**src/rtl/pong_pkg.sv**
```systemverilog
// Shared Pong definitions: state codes for the text overlay and default match settings.
package pong_pkg;

  typedef enum logic [2:0] {
    IDLE       = 3'd0,
    SERVE_WAIT = 3'd1,
    PLAY       = 3'd2,
    POINT      = 3'd3,
    OVER       = 3'd4,
    PAUSE      = 3'd5
  } state_e;

  localparam int unsigned WIN_SCORE_DEF   = 7;
  localparam int unsigned DELAY_TICKS_DEF = 120;

endpackage

```
**src/rtl/pong_delay_timer.sv**
```systemverilog
// Frame-tick down-counter: load restarts at DELAY_TICKS, stops at zero, timer_up flags zero.
module pong_delay_timer
  import pong_pkg::*;
#(
  parameter int unsigned DELAY_TICKS = DELAY_TICKS_DEF
) (
  input  logic clk,
  input  logic reset,
  input  logic tick,
  input  logic load,
  output logic timer_up
);

  localparam int unsigned W = $clog2(DELAY_TICKS + 1);

  logic [W-1:0] count_q, count_d;

  always_comb begin
    count_d = count_q;
    if (load)
      count_d = W'(DELAY_TICKS);
    else if (tick && count_q != '0)
      count_d = count_q - 1'b1;
  end

  always_ff @(posedge clk) begin
    if (reset) count_q <= '0;
    else       count_q <= count_d;
  end

  assign timer_up = (count_q == '0);

endmodule

```
**src/rtl/pong_match_ctrl.sv**
```systemverilog
// Pong match sequencer: serve, scoring, win detection and delays.
// Optional pause state enabled by defining PONG_PAUSE_EN.
module pong_match_ctrl
  import pong_pkg::*;
#(
  parameter int unsigned WIN_SCORE   = WIN_SCORE_DEF,
  parameter int unsigned DELAY_TICKS = DELAY_TICKS_DEF
) (
  input  logic       clk,
  input  logic       reset,
  input  logic       frame_tick,
  input  logic [3:0] btn,
  input  logic       pause_btn,
  input  logic       miss_l,
  input  logic       miss_r,
  output logic       gra_still,
  output logic       ball_launch,
  output logic       serve_dir,
  output logic [3:0] score_l,
  output logic [3:0] score_r,
  output logic [2:0] state,
  output logic       winner
);

  localparam logic [3:0] WIN = 4'(WIN_SCORE);

  state_e     state_q, state_d;
  logic [3:0] score_l_q, score_l_d, score_r_q, score_r_d;
  logic       serve_dir_q, serve_dir_d;
  logic       winner_q, winner_d;
  logic       launch_q, launch_d;
  logic       btn_any_q;
  logic       press, timer_load, timer_up, timer_tick;

  assign press = (btn != '0) && !btn_any_q;

`ifdef PONG_PAUSE_EN
  logic pause_q, pause_edge;
  assign pause_edge = pause_btn && !pause_q;
  assign timer_tick = frame_tick && (state_q != PAUSE);
`else
  logic unused_pause;
  assign unused_pause = pause_btn;
  assign timer_tick   = frame_tick;
`endif

  pong_delay_timer #(.DELAY_TICKS(DELAY_TICKS)) u_timer (
    .clk      (clk),
    .reset    (reset),
    .tick     (timer_tick),
    .load     (timer_load),
    .timer_up (timer_up)
  );

  always_ff @(posedge clk) begin
    if (reset) begin
      state_q     <= IDLE;
      score_l_q   <= '0;
      score_r_q   <= '0;
      serve_dir_q <= 1'b1;
      winner_q    <= 1'b0;
      launch_q    <= 1'b0;
      btn_any_q   <= 1'b0;
`ifdef PONG_PAUSE_EN
      pause_q     <= 1'b0;
`endif
    end else begin
      state_q     <= state_d;
      score_l_q   <= score_l_d;
      score_r_q   <= score_r_d;
      serve_dir_q <= serve_dir_d;
      winner_q    <= winner_d;
      launch_q    <= launch_d;
      btn_any_q   <= (btn != '0);
`ifdef PONG_PAUSE_EN
      pause_q     <= pause_btn;
`endif
    end
  end

  always_comb begin
    state_d     = state_q;
    score_l_d   = score_l_q;
    score_r_d   = score_r_q;
    serve_dir_d = serve_dir_q;
    winner_d    = winner_q;
    launch_d    = 1'b0;
    timer_load  = 1'b0;
    case (state_q)
      IDLE: begin
        score_l_d = '0;
        score_r_d = '0;
        if (press) begin
          state_d     = SERVE_WAIT;
          serve_dir_d = 1'b1;
          timer_load  = 1'b1;
        end
      end
      SERVE_WAIT: begin
        if (timer_up && press) begin
          state_d  = PLAY;
          launch_d = 1'b1;
        end
      end
      PLAY: begin
        // A miss wins over a same-cycle pause edge so no point is lost.
        if (miss_l || miss_r) begin
          state_d    = POINT;
          timer_load = 1'b1;
          if (miss_l && !miss_r) begin
            if (score_r_q < WIN) score_r_d = score_r_q + 1'b1;
            serve_dir_d = 1'b0;
          end else if (miss_r && !miss_l) begin
            if (score_l_q < WIN) score_l_d = score_l_q + 1'b1;
            serve_dir_d = 1'b1;
          end
        end
`ifdef PONG_PAUSE_EN
        else if (pause_edge) begin
          state_d = PAUSE;
        end
`endif
      end
      POINT: begin
        if (timer_up) begin
          timer_load = 1'b1;
          if (score_l_q == WIN || score_r_q == WIN) begin
            state_d  = OVER;
            winner_d = (score_r_q == WIN);
          end else begin
            state_d = SERVE_WAIT;
          end
        end
      end
      OVER: begin
        if (timer_up) begin
          state_d   = IDLE;
          score_l_d = '0;
          score_r_d = '0;
        end
      end
`ifdef PONG_PAUSE_EN
      PAUSE: begin
        if (pause_edge) state_d = PLAY;
      end
`endif
      default: state_d = IDLE;
    endcase
  end

  always_comb begin
    gra_still   = (state_q != PLAY);
    ball_launch = launch_q;
    serve_dir   = serve_dir_q;
    score_l     = score_l_q;
    score_r     = score_r_q;
    state       = state_q;
    winner      = winner_q;
  end

endmodule

```
**config.mk**
```make
export PLATFORM = sky130hd
export DESIGN_NAME = pong_match_ctrl
export DESIGN_NICKNAME = d
export VERILOG_FILES = /design/src/rtl/pong_pkg.sv /design/src/rtl/pong_delay_timer.sv /design/src/rtl/pong_match_ctrl.sv
export SDC_FILE = /design/constraint.sdc
export NUM_CORES = 1
export LEC_CHECK = 0
export ABC_AREA = 1
export ABC_CLOCK_PERIOD_IN_PS = 2000
export BUFFER_PORTS_ARGS = -buffer_cell sky130_fd_sc_hd__buf_2
export CAP_MARGIN = 10
export CORE_MARGIN = 5
export CORE_UTILIZATION = 40
export CTS_CLUSTER_DIAMETER = 100
export DETAILED_ROUTE_END_ITERATION = 8
export SYNTH_ARGS = -nofsm -noshare
export SYNTH_HDL_FRONTEND = slang
export SYNTH_SLANG_ARGS = --single-unit
```
**constraint.sdc**
```tcl
create_clock -name clk -period 2 [get_ports clk]
set_input_delay 0.3 -clock clk [delete_from_list [all_inputs] [get_ports clk]]
set_output_delay 0.3 -clock clk [all_outputs]
set_load 0.1 [all_outputs]
```
==> flow_summary_export.csv, run 1 <==
group,metric,value,unit
status,run_status,"completed",
power_and_ir_drop,peakVddDrop,0.611,mV
layout,antenna_cells,0,
global_routing,grt_pass1_wl,4.95,mm
layout,mostFrequentLayoutCell,"nand2_1",
timing,tightest_slew,489,ps
drt,drtIter0Drc,38,
layout,n_fill_cell,323,
clocking,cts_sinks,22,
critical_path,crit_type,"register to output pin",
layout,areaGrowthSynthToFinish,16.8,%
synthesis,async_flop_share,0,%
timing,drv_slew,0,
drt,via_count,1248,
synthesis,synth_compound_area_share,9.40,%
timing,tns,0,ps
job,drv_cap,0,
synthesis,yosysUniqueCellTypes,29,
worst_hold_path,hold_path.class,"input pin to register",
synthesis,muxShareOfSynthArea,0,%
layout,final_cell_mix,"50 x nand2_1, 25 x inv_1, 24 x nor2_1",
synthesis,synth_area_per_cell,6.73,um2
global_routing,gr-usage-all-layers,14.2,%
critical_path,cp_slowest_cell,"buf_2",
timing,holdWs,217,ps
global_routing,antenna_found_initial,0,
critical_path,start_kind,"register",
placement,hpwl,2.25,mm
critical_path,critPathMaxFanout,10,
timing,clock_skew,6.88,ps
synthesis,synthFlopType,"dfxtp_1",
worst_hold_path,min_from,"btn[3]",
clocking,root_buffer,"clkbuf_4",
clocking,htree_levels,1,
placement,placed_cell_area,1490,um2
power_and_ir_drop,powerDensity,1580,nW/um2
floorplanning,fp-row-count,20,
floorplanning,core-area,3100,um2
synthesis,yosysSeqAreaShare,33.7,%
layout,drive_above_1_share,24.1,%
drt,drt.antenna.violating_nets,0,
worst_hold_path,whs_path_depth,3,
synthesis,yosys.area_share.adder,5.75,%
synthesis,synthSimpleGateAreaFrac,42.1,%
synthesis,synth_top_family_by_area,"simple AND/OR/NAND/NOR gates",
critical_path,cpPeakStageDelay,450,ps
clocking,cts.reportedPaths.clkPinSlew,130,ps
critical_path,r2r_slack,340,ps
critical_path,reg2reg_depth,12,
timing,slew_headroom,67.6,%
synthesis,synth_edf_count,0,
critical_path,crit_path_end_kind,"output pin",
clocking,ctsResizeCount,0,
layout,nets,237,
synthesis,synth_xor_xnor_area_share,0.671,%
critical_path,crit_arrival,1380,ps
timing,post-route-period-util,83.8,%
synthesis,synth_seq_cells,22,
timing,setup_viol,0,
critical_path,cp.required,1700,ps
critical_path,crit_buf_inv,2,
drt,routed_wl,2.87,mm
timing,fin_crit,1680,ps
drt,drc,0,
synthesis,synthesis.nets,210,
power_and_ir_drop,total_leakage_power,0.762,nW
drt,wl_per_cell,10.9,um
floorplanning,pin_count,25,
clocking,cts_made_buffers,3,
critical_path,timing.rr.end,"state[1]",
critical_path,cp_top_family,"buffers and inverters",
clocking,clk_latency,320,ps
critical_path,r2r_start,"u_timer.count_q[0]",
synthesis,synthCells,194,
floorplanning,die_h,67.1,um
critical_path,crit_path_cell_trace,"inv_1 > nand3_4 > buf_2",
placement,io_buffers,23,
global_routing,grt_max_degree,13,
drt,vias_per_cell,4.73,
clocking,cts_max_path_buffers,2,
floorplanning,start_util,42.1,%
global_routing,grt_pass1_vias,1188,
clocking,cts_tree,"done",
floorplanning,die_x,67.1,um
layout,design_area,1520,um2
floorplanning,dieArea,4510,um2
timing,rsz0062_at_grt,"false",
drt,drtPass1Iterations,4,
global_routing,grt_overflow,0,
timing,timing.fmax,0.597,GHz
synthesis,netlist_area,1310,um2
worst_hold_path,min_to,"btn_any_q",
clocking,cts_hold_buf,0,
timing,finalHoldViolations,0,
synthesis,ys_warn_count,0,
clocking,cts_setup_buffers,0,
placement,gp_congestion,0.854,
-- registers in the layout (all words and copies together) (netlist names) --
register / count
ball_launch: 1
score_r: 4
state: 3
score_l: 4
btn_any_q: 1
u_timer.count_q: 7
winner: 1
serve_dir: 1
-- tightest hold or removal path: cells and delay by family --
kind / cells / cell delay, ps
AO/OA/AOI/OAI: 1 / 100
buffers and inverters: 1 / 70
AND/OR/NAND/NOR: 1 / 40
-- synth_stat cells (2+ instances only) --
| library cell | instances | share of area (%) |
|---|---|---|
| dfxtp_1 | 22 | 34 |
| nand2_4 | 2 | 1.7 |
| nand3_1 | 15 | 5.8 |
| a21oi_1 | 12 | 4.6 |
| nor2_4 | 2 | 1.7 |
| ha_1 | 6 | 5.8 |
| inv_2 | 2 | 0.58 |
| o21ai_0 | 5 | 1.9 |
| nor2_2 | 5 | 2.4 |
| nor2_1 | 24 | 6.9 |
| nand4_1 | 3 | 1.4 |
| inv_1 | 25 | 7.2 |
| nor3_1 | 5 | 1.9 |
| or2_2 | 2 | 0.96 |
| nand2_1 | 50 | 14 |
-- cell type report --
type                    instances  area [um2]  area share (%)
flip-flops and latches         22         449            29.5
inverters                      28         105            6.90
repair buffers                 23         115            7.55
multi-input cells             143         763            50.1
clock buffers                   4        36.3            2.38
well taps                      44        55.1            3.61
-- report_power, final --
| part | switching, W | internal, W | leakage [nW] | total [W] |
|---|---|---|---|---|
| logic | 0.00109 | 0.000388 | 0.558 | 0.00148 |
| clock network | 0.000147 | 0.000111 | 0.0210 | 0.000258 |
| registers | 0.000104 | 0.000567 | 0.183 | 0.000671 |
-- logic make-up after synthesis --
logic type | after synthesis
AO/OA/AOI/OAI | 22
buffers and inverters | 29
AND/OR/NAND/NOR | 114
flip-flops | 22
XOR/XNOR | 1
adder cells (fa/ha/maj) | 6
-- per-layer routing --
| metal | track usage, % | routed length, um |
|---|---|---|
| met1 | 16.7 | 1350 |
| met4 | 5.32 | 30 |
| met2 | 24.8 | 1410 |
| met3 | 3.20 | 85 |
| met5 | 0 | 0 |
-- worst max path at each step --
stage / startpoint / to / slack [ps] / cells past startpoint
final: state[2] / gra_still / 320 / 3
after global routing: u_timer.count_q[0] / state[0] / 200 / 12
after CTS: state[2] / gra_still / 320 / 3
after detailed placement: u_timer.count_q[0] / state[1] / 350 / 12
after global placement: u_timer.count_q[0] / state[0] / 430 / 11
after floorplan: state[1] / score_l[3] / 90 / 5
-- through the flow --
| stage | total power (W) | util, % | std cells | setup slack [ps] |
|---|---|---|---|---|
| 3_3_place_gp | 0.00213 | 47.9 | 260 | 431 |
| 4_1_cts | 0.00242 | 49.1 | 264 | 318 |
| 5_1_grt | 0.00261 | 49.1 | 264 | 196 |
| 3_5_place_dp | 0.00216 | 47.9 | 260 | 353 |
| 2_1_floorplan | 0.00192 | - | 194 | 90.8 |
| 6_report | 0.00240 | 49.1 | 264 | 324 |
No activity file was read; power rests on OpenSTA's default activity.
==> inputs of run 2 (changes only) <==
Settings changed: ABC_CLOCK_PERIOD_IN_PS 2000 to 1500.
Clock period 2 ns to 1.5 ns, I/O delays scaled along.
==> run 2 against run 1 <==
Compared with the run above:
- clock skew barely moved
- largest power group unchanged
- critical endpoint is now state[0]
- core utilization rose by 6.3 points
- count of clock-buffer cells in the layout did not move
- global-route usage rose by 1.2 points
- largest cell class unchanged
- power rose by 51%
- wire length rose by 9.4%
==> flow_summary_export.csv, run 2 (synthesis gave the netlist of run 1 again) <==
group,metric,value,unit
timing,finalHoldViolations,0,
timing,post-route-period-util,97.3,%
drt,routed_wl,3.14,mm
timing,setup_viol,0,
power_and_ir_drop,power_frac_seq,25.4,%
timing,slew_headroom,67.7,%
worst_hold_path,hold_path.class,"input pin to register",
drt,via_count,1333,
job,drv_cap,0,
clocking,htree_levels,1,
global_routing,grt_pass1_wl,5.39,mm
global_routing,grt_pass1_vias,1284,
critical_path,crit_arrival,1710,ps
timing,fin_crit,1460,ps
power_and_ir_drop,clockPowerShare,8.0,%
floorplanning,core-area,3100,um2
power_and_ir_drop,internal_power,0.00167,W
floorplanning,die_x,67.1,um
floorplanning,dieArea,4510,um2
timing,tightest_slew,487,ps
critical_path,cp_top_family,"simple AND/OR/NAND/NOR gates",
placement,pre_cts_slack,-24.7,ps
critical_path,r2r_slack,40,ps
power_and_ir_drop,pwr-share-comb,66.5,%
layout,nets,251,
placement,dp.cells,268,
critical_path,crit_type,"register to register",
placement,hpwl,2.33,mm
timing,worst_slack,40.9,ps
layout,areaGrowthSynthToFinish,31.8,%
clocking,cts_sinks,22,
placement,io_buffers,23,
clocking,clk_latency,310,ps
clocking,cts_made_buffers,3,
critical_path,crit_path_cell_trace,"inv_2 > ha_4 > inv_2 > nor2_4 > nand3_4 > nand2_4 > nand2_4 > nor2_4 > nand2_2 > nand2_1 > nand2_1 > nor2_1",
floorplanning,pin_count,25,
critical_path,cp.required,1750,ps
critical_path,cp_slowest_cell,"dfxtp_2",
global_routing,grt_overflow,0,
timing,clock_skew,7.28,ps
power_and_ir_drop,p_sw_share,53.8,%
critical_path,crit_path_end_kind,"register",
layout,regMostFlops,"u_timer.count_q",
clocking,cts_tree,"done",
global_routing,grt_max_degree,13,
drt,drc,0,
clocking,cts.reportedPaths.clkPinSlew,130,ps
critical_path,critPathMaxFanout,5,
layout,n_fill_cell,327,
critical_path,crit_buf_inv,2,
power_and_ir_drop,total_leakage_power,0.840,nW
global_routing,antenna_found_initial,0,
placement,gp_congestion,0.838,
status,run_status,"completed",
drt,drt.antenna.violating_nets,0,
timing,rsz0062_at_grt,"true",
timing,drv_slew,0,
floorplanning,fp-row-count,20,
critical_path,cpPeakStageDelay,340,ps
floorplanning,start_util,42.1,%
layout,drive_above_1_share,36.3,%
layout,final_cell_mix,"48 x nand2_1, 24 x nor2_1, 22 x buf_2",
timing,timing.fmax,0.685,GHz
critical_path,start_kind,"register",
layout,mostFrequentLayoutCell,"nand2_1",
clocking,cts_hold_buf,0,
floorplanning,die_h,67.1,um
drt,wl_per_cell,11.3,um
global_routing,gr-usage-all-layers,15.4,%
power_and_ir_drop,p_sw,0.00195,W
clocking,root_buffer,"clkbuf_4",
layout,largest_register_ffs,7,
clocking,cts_max_path_buffers,2,
layout,fin_cells,278,
power_and_ir_drop,powerDensity,2100,nW/um2
drt,drtPass1Iterations,4,
layout,antenna_cells,0,
power_and_ir_drop,peakVddDrop,0.919,mV
drt,drtIter0Drc,77,
drt,vias_per_cell,4.79,
-- run 2: changes by cell type in the layout (fill, tap and decap cells not counted), sizes merged --
| cell | delta |
|---|---|
| buf | +13 |
| nand3 | +1 |
-- run 2: repair_timing --
action,in CTS,in global routing
buffers inserted,1,4
cloned,1,0
gates resized for setup,9,9
pin swaps,6,5
setup endpoints to repair,12,19
-- run 2: per-layer routing --
layer	routed length, um	share of wire (%)	track usage [%]
met5	0	0	0
met4	18	0.57	4.56
met3	86	2.7	2.02
met2	1450	46	26.1
met1	1590	50	20.1
-- run 2: through the flow --
step,power [W],hold slack [ps],instance area [um2],utilization (%),setup TNS (ps)
final,0.00362,159,1720,55.4,0
after detailed placement,0.00308,465,1600,51.4,-62.8
after CTS,0.00348,156,1660,53.5,0
after global routing,0.00391,167,1720,55.4,-397
after global placement,0.00303,457,1600,51.4,0
after floorplan,0.00260,385,1350,-,-1070
-- run 2: cell type report --
cell class,instances,area (um2),area share (%)
inverters,28,108,6.25
flip-flops and latches,22,474,27.6
multi-input cells,144,830,48.2
well taps,44,55.1,3.20
clock buffers,4,26.3,1.53
repair buffers,36,228,13.2
-- run 2: worst paths after layout --
path,from,end,cells past startpoint
worst max-delay path,u_timer.count_q[0],state[0],12
worst min-delay path,btn[3],btn_any_q,3
worst max register to register,u_timer.count_q[0],state[0],12
worst min register to register,score_l[2],score_l[2],2
-- run 2: worst reg2reg max path: cells and delay by family (launching register included) --
kind                       cells  cell delay (ps)
DFF                            1              340
buffers and inverters          2              110
and+or+nand+nor                9              810
adders and majority gates      1              130
-- run 2: power by group through the flow --
stage	clock network [W]	logic [W]	registers, W
after floorplan	0	0.00117	0.00143
after global placement	0	0.00212	0.000912
after detailed placement	0	0.00216	0.000924
after CTS	0.000304	0.00226	0.000918
after global routing	0.000315	0.00265	0.000946
final	0.000291	0.00241	0.000920
==> inputs of run 3 (changes only) <==
Settings changed: ABC_AREA 1 to not set.
==> run 3 against run 2 <==
Compared with the run above:
- the run now ends with negative setup slack left
- power down 44%
- first-iteration DRC count decreased by 58%
- register-to-register slack got worse by 420 ps
- synthesized area is 7.7% lower
- clock power about the same
- critical path type unchanged
==> flow_summary_export.csv, run 3 <==
group,metric,value,unit
status,run_status,"complete, but fails checks",
status,violations,"negative setup slack",
layout,regMostFlops,"u_timer.count_q",
timing,rsz0062_at_grt,"true",
drt,drt.antenna.violating_nets,0,
global_routing,grt_pass1_vias,1348,
clocking,clk_latency,320,ps
drt,drtPass1Iterations,4,
power_and_ir_drop,total_leakage_power,0.852,nW
placement,gp_congestion,0.763,
layout,n_fill_cell,267,
critical_path,crit_arrival,2140,ps
layout,mostFrequentLayoutCell,"buf_4",
layout,final_cell_mix,"43 x buf_4, 18 x buf_2, 15 x nor2_1",
timing,worst_slack,-378,ps
critical_path,crit_path_end_kind,"register",
drt,drc,0,
synthesis,synth_area_leaders,"dfxtp_1 37%, ha_1 6.2%, nor2_1 5.0%",
synthesis,synthCells,144,
floorplanning,core-area,2980,um2
floorplanning,start_util,40.5,%
drt,drtIter0Drc,32,
clocking,cts_made_buffers,3,
critical_path,reg2reg_depth,7,
critical_path,critPathMaxFanout,3,
timing,timing.fmax,0.532,GHz
critical_path,cp.required,1760,ps
floorplanning,die_x,64.9,um
synthesis,netlist_area,1200,um2
timing,tightest_slew,489,ps
timing,drv_slew,0,
layout,fin_cells,244,
global_routing,grt_overflow,0,
layout,drive_above_1_share,55.0,%
synthesis,synthesis.nets,160,
synthesis,synth_seq_cells,22,
layout,largest_register_ffs,7,
synthesis,synthFlopType,"dfxtp_1",
layout,multi_input_area,900,um2
placement,io_buffers,23,
clocking,cts_sinks,22,
floorplanning,dieArea,4210,um2
synthesis,yosysSeqAreaShare,36.6,%
worst_hold_path,hold_path.class,"input pin to register",
synthesis,synth_area_per_cell,8.37,um2
layout,regArea,477,um2
global_routing,grt_pass1_wl,6.09,mm
global_routing,grt_max_degree,19,
synthesis,synth_area_leader_cell,"dfxtp_1",
timing,setup_viol,18,
synthesis,async_flop_share,0,%
critical_path,cpPeakStageDelay,490,ps
timing,fin_crit,1880,ps
critical_path,crit_path_cell_trace,"inv_2 > ha_4 > nor4b_4 > nand3_2 > or4b_4 > or3_1 > a21oi_2",
timing,clock_skew,2.43,ps
critical_path,cp_slowest_cell,"or4b_4",
synthesis,synth_edf_count,0,
placement,dp.cells,228,
placement,pre_cts_slack,-348,ps
synthesis,synth_top_area_share,36.6,%
synthesis,post-synth-top-count-cell,"dfxtp_1",
drt,wl_per_cell,14.1,um
timing,slew_headroom,67.6,%
floorplanning,fp-row-count,20,
clocking,cts.reportedPaths.clkPinSlew,130,ps
timing,post-route-period-util,125,%
power_and_ir_drop,powerDensity,1020,nW/um2
layout,areaGrowthSynthToFinish,63.3,%
layout,post-route-util,66.1,%
clocking,htree_levels,1,
job,drv_cap,0,
critical_path,crit_type,"register to register",
clocking,root_buffer,"clkbuf_4",
synthesis,synth.top_cells.by_count,"22 x dfxtp_1, 16 x nor2_1, 10 x nand2_1, 8 x a21oi_1, 8 x o21ai_0",
layout,antenna_cells,0,
drt,routed_wl,3.45,mm
drt,vias_per_cell,5.32,
synthesis,yosysUniqueCellTypes,42,
timing,finalHoldViolations,0,
floorplanning,die_h,64.9,um
clocking,cts_tree,"done",
global_routing,gr-usage-all-layers,18.1,%
layout,nets,229,
power_and_ir_drop,power,0.00201,W
floorplanning,pin_count,25,
synthesis,ys_warn_count,0,
clocking,cts_max_path_buffers,2,
global_routing,antenna_found_initial,0,
drt,via_count,1299,
power_and_ir_drop,peakVddDrop,0.538,mV
placement,hpwl,2.44,mm
worst_hold_path,whs_path_depth,2,
critical_path,start_kind,"register",
[run 3: cell types whose count changed in the layout (fill, tap and decap cells not counted), moves of 5 or more]
cell,previous run,this run
buf_4,13,43
buf_6,0,5
nand2_1,48,8
nand3_1,15,4
nand2b_1,0,7
inv_1,19,4
nor2_1,24,15
[run 3: final timing paths]
kind	from	endpoint	slack [ps]
worst min register to register	winner	winner	480
worst min-delay path	frame_tick	u_timer.count_q[1]	210
worst max register to register	u_timer.count_q[0]	winner	-380
worst max-delay path	u_timer.count_q[0]	winner	-380
[run 3: kinds of logic after synthesis]
| logic type | after synthesis | synth area share (%) |
|---|---|---|
| DFF | 22 | 36.6 |
| AOI/OAI and AO/OA | 35 | 19.1 |
| and+or+nand+nor | 62 | 29.1 |
| xor gates and xnor gates | 5 | 3.63 |
| buffers and inverters | 12 | 3.74 |
| adders and majority gates | 6 | 6.23 |
| muxes | 2 | 1.66 |
[run 3: per-layer routing]
| metal | up-vias | wire, um | track usage [%] |
|---|---|---|---|
| met2 | 22 | 1740 | 32.7 |
| met4 | 0 | 23 | 2.37 |
| li1 | 651 | - | - |
| met5 | - | 0 | 0 |
| met3 | 5 | 150 | 4.51 |
| met1 | 621 | 1530 | 21.9 |
[run 3: metrics by stage]
stage	cell area (um2)	hold slack, ps	setup TNS [ps]
CTS	1880	201	-3310
global route	1970	215	-5470
global placement	1710	462	-2910
detailed placement	1710	459	-3580
finish	1970	213	-3460
floorplan	1340	334	-1740
[run 3: what timing repair did]
action / 4_1_cts / 5_1_grt
pin swaps: 16 / 12
hold buffers: 0 / 0
setup buffers: 10 / 9
gates resized for setup: 23 / 12
setup endpoints to repair: 20 / 22
[run 3: where the power goes]
group	internal [W]	switching, W
Sequential	0.000642	0.0000766
Combinational	0.000501	0.000501
Clock	0.0000942	0.000194
Total	0.00124	0.000771
[run 3: worst max-delay path: cells and delay by family (launching register included)]
| family | cells | cell delay, ps |
|---|---|---|
| flip-flops | 1 | 350 |
| buffers and inverters | 1 | 70 |
| AO/OA/AOI/OAI | 1 | 110 |
| adder cells (fa/ha/maj) | 1 | 140 |
| AND/OR/NAND/NOR | 4 | 1160 |
[run 3: layout make-up]
class                   count  share of cell area, %
repair buffers             69                   25.5
multi-input cells         110                   45.7
clock buffers               3                   1.14
inverters                   7                   1.34
flip-flops and latches     22                   24.2
well taps                  33                   2.10
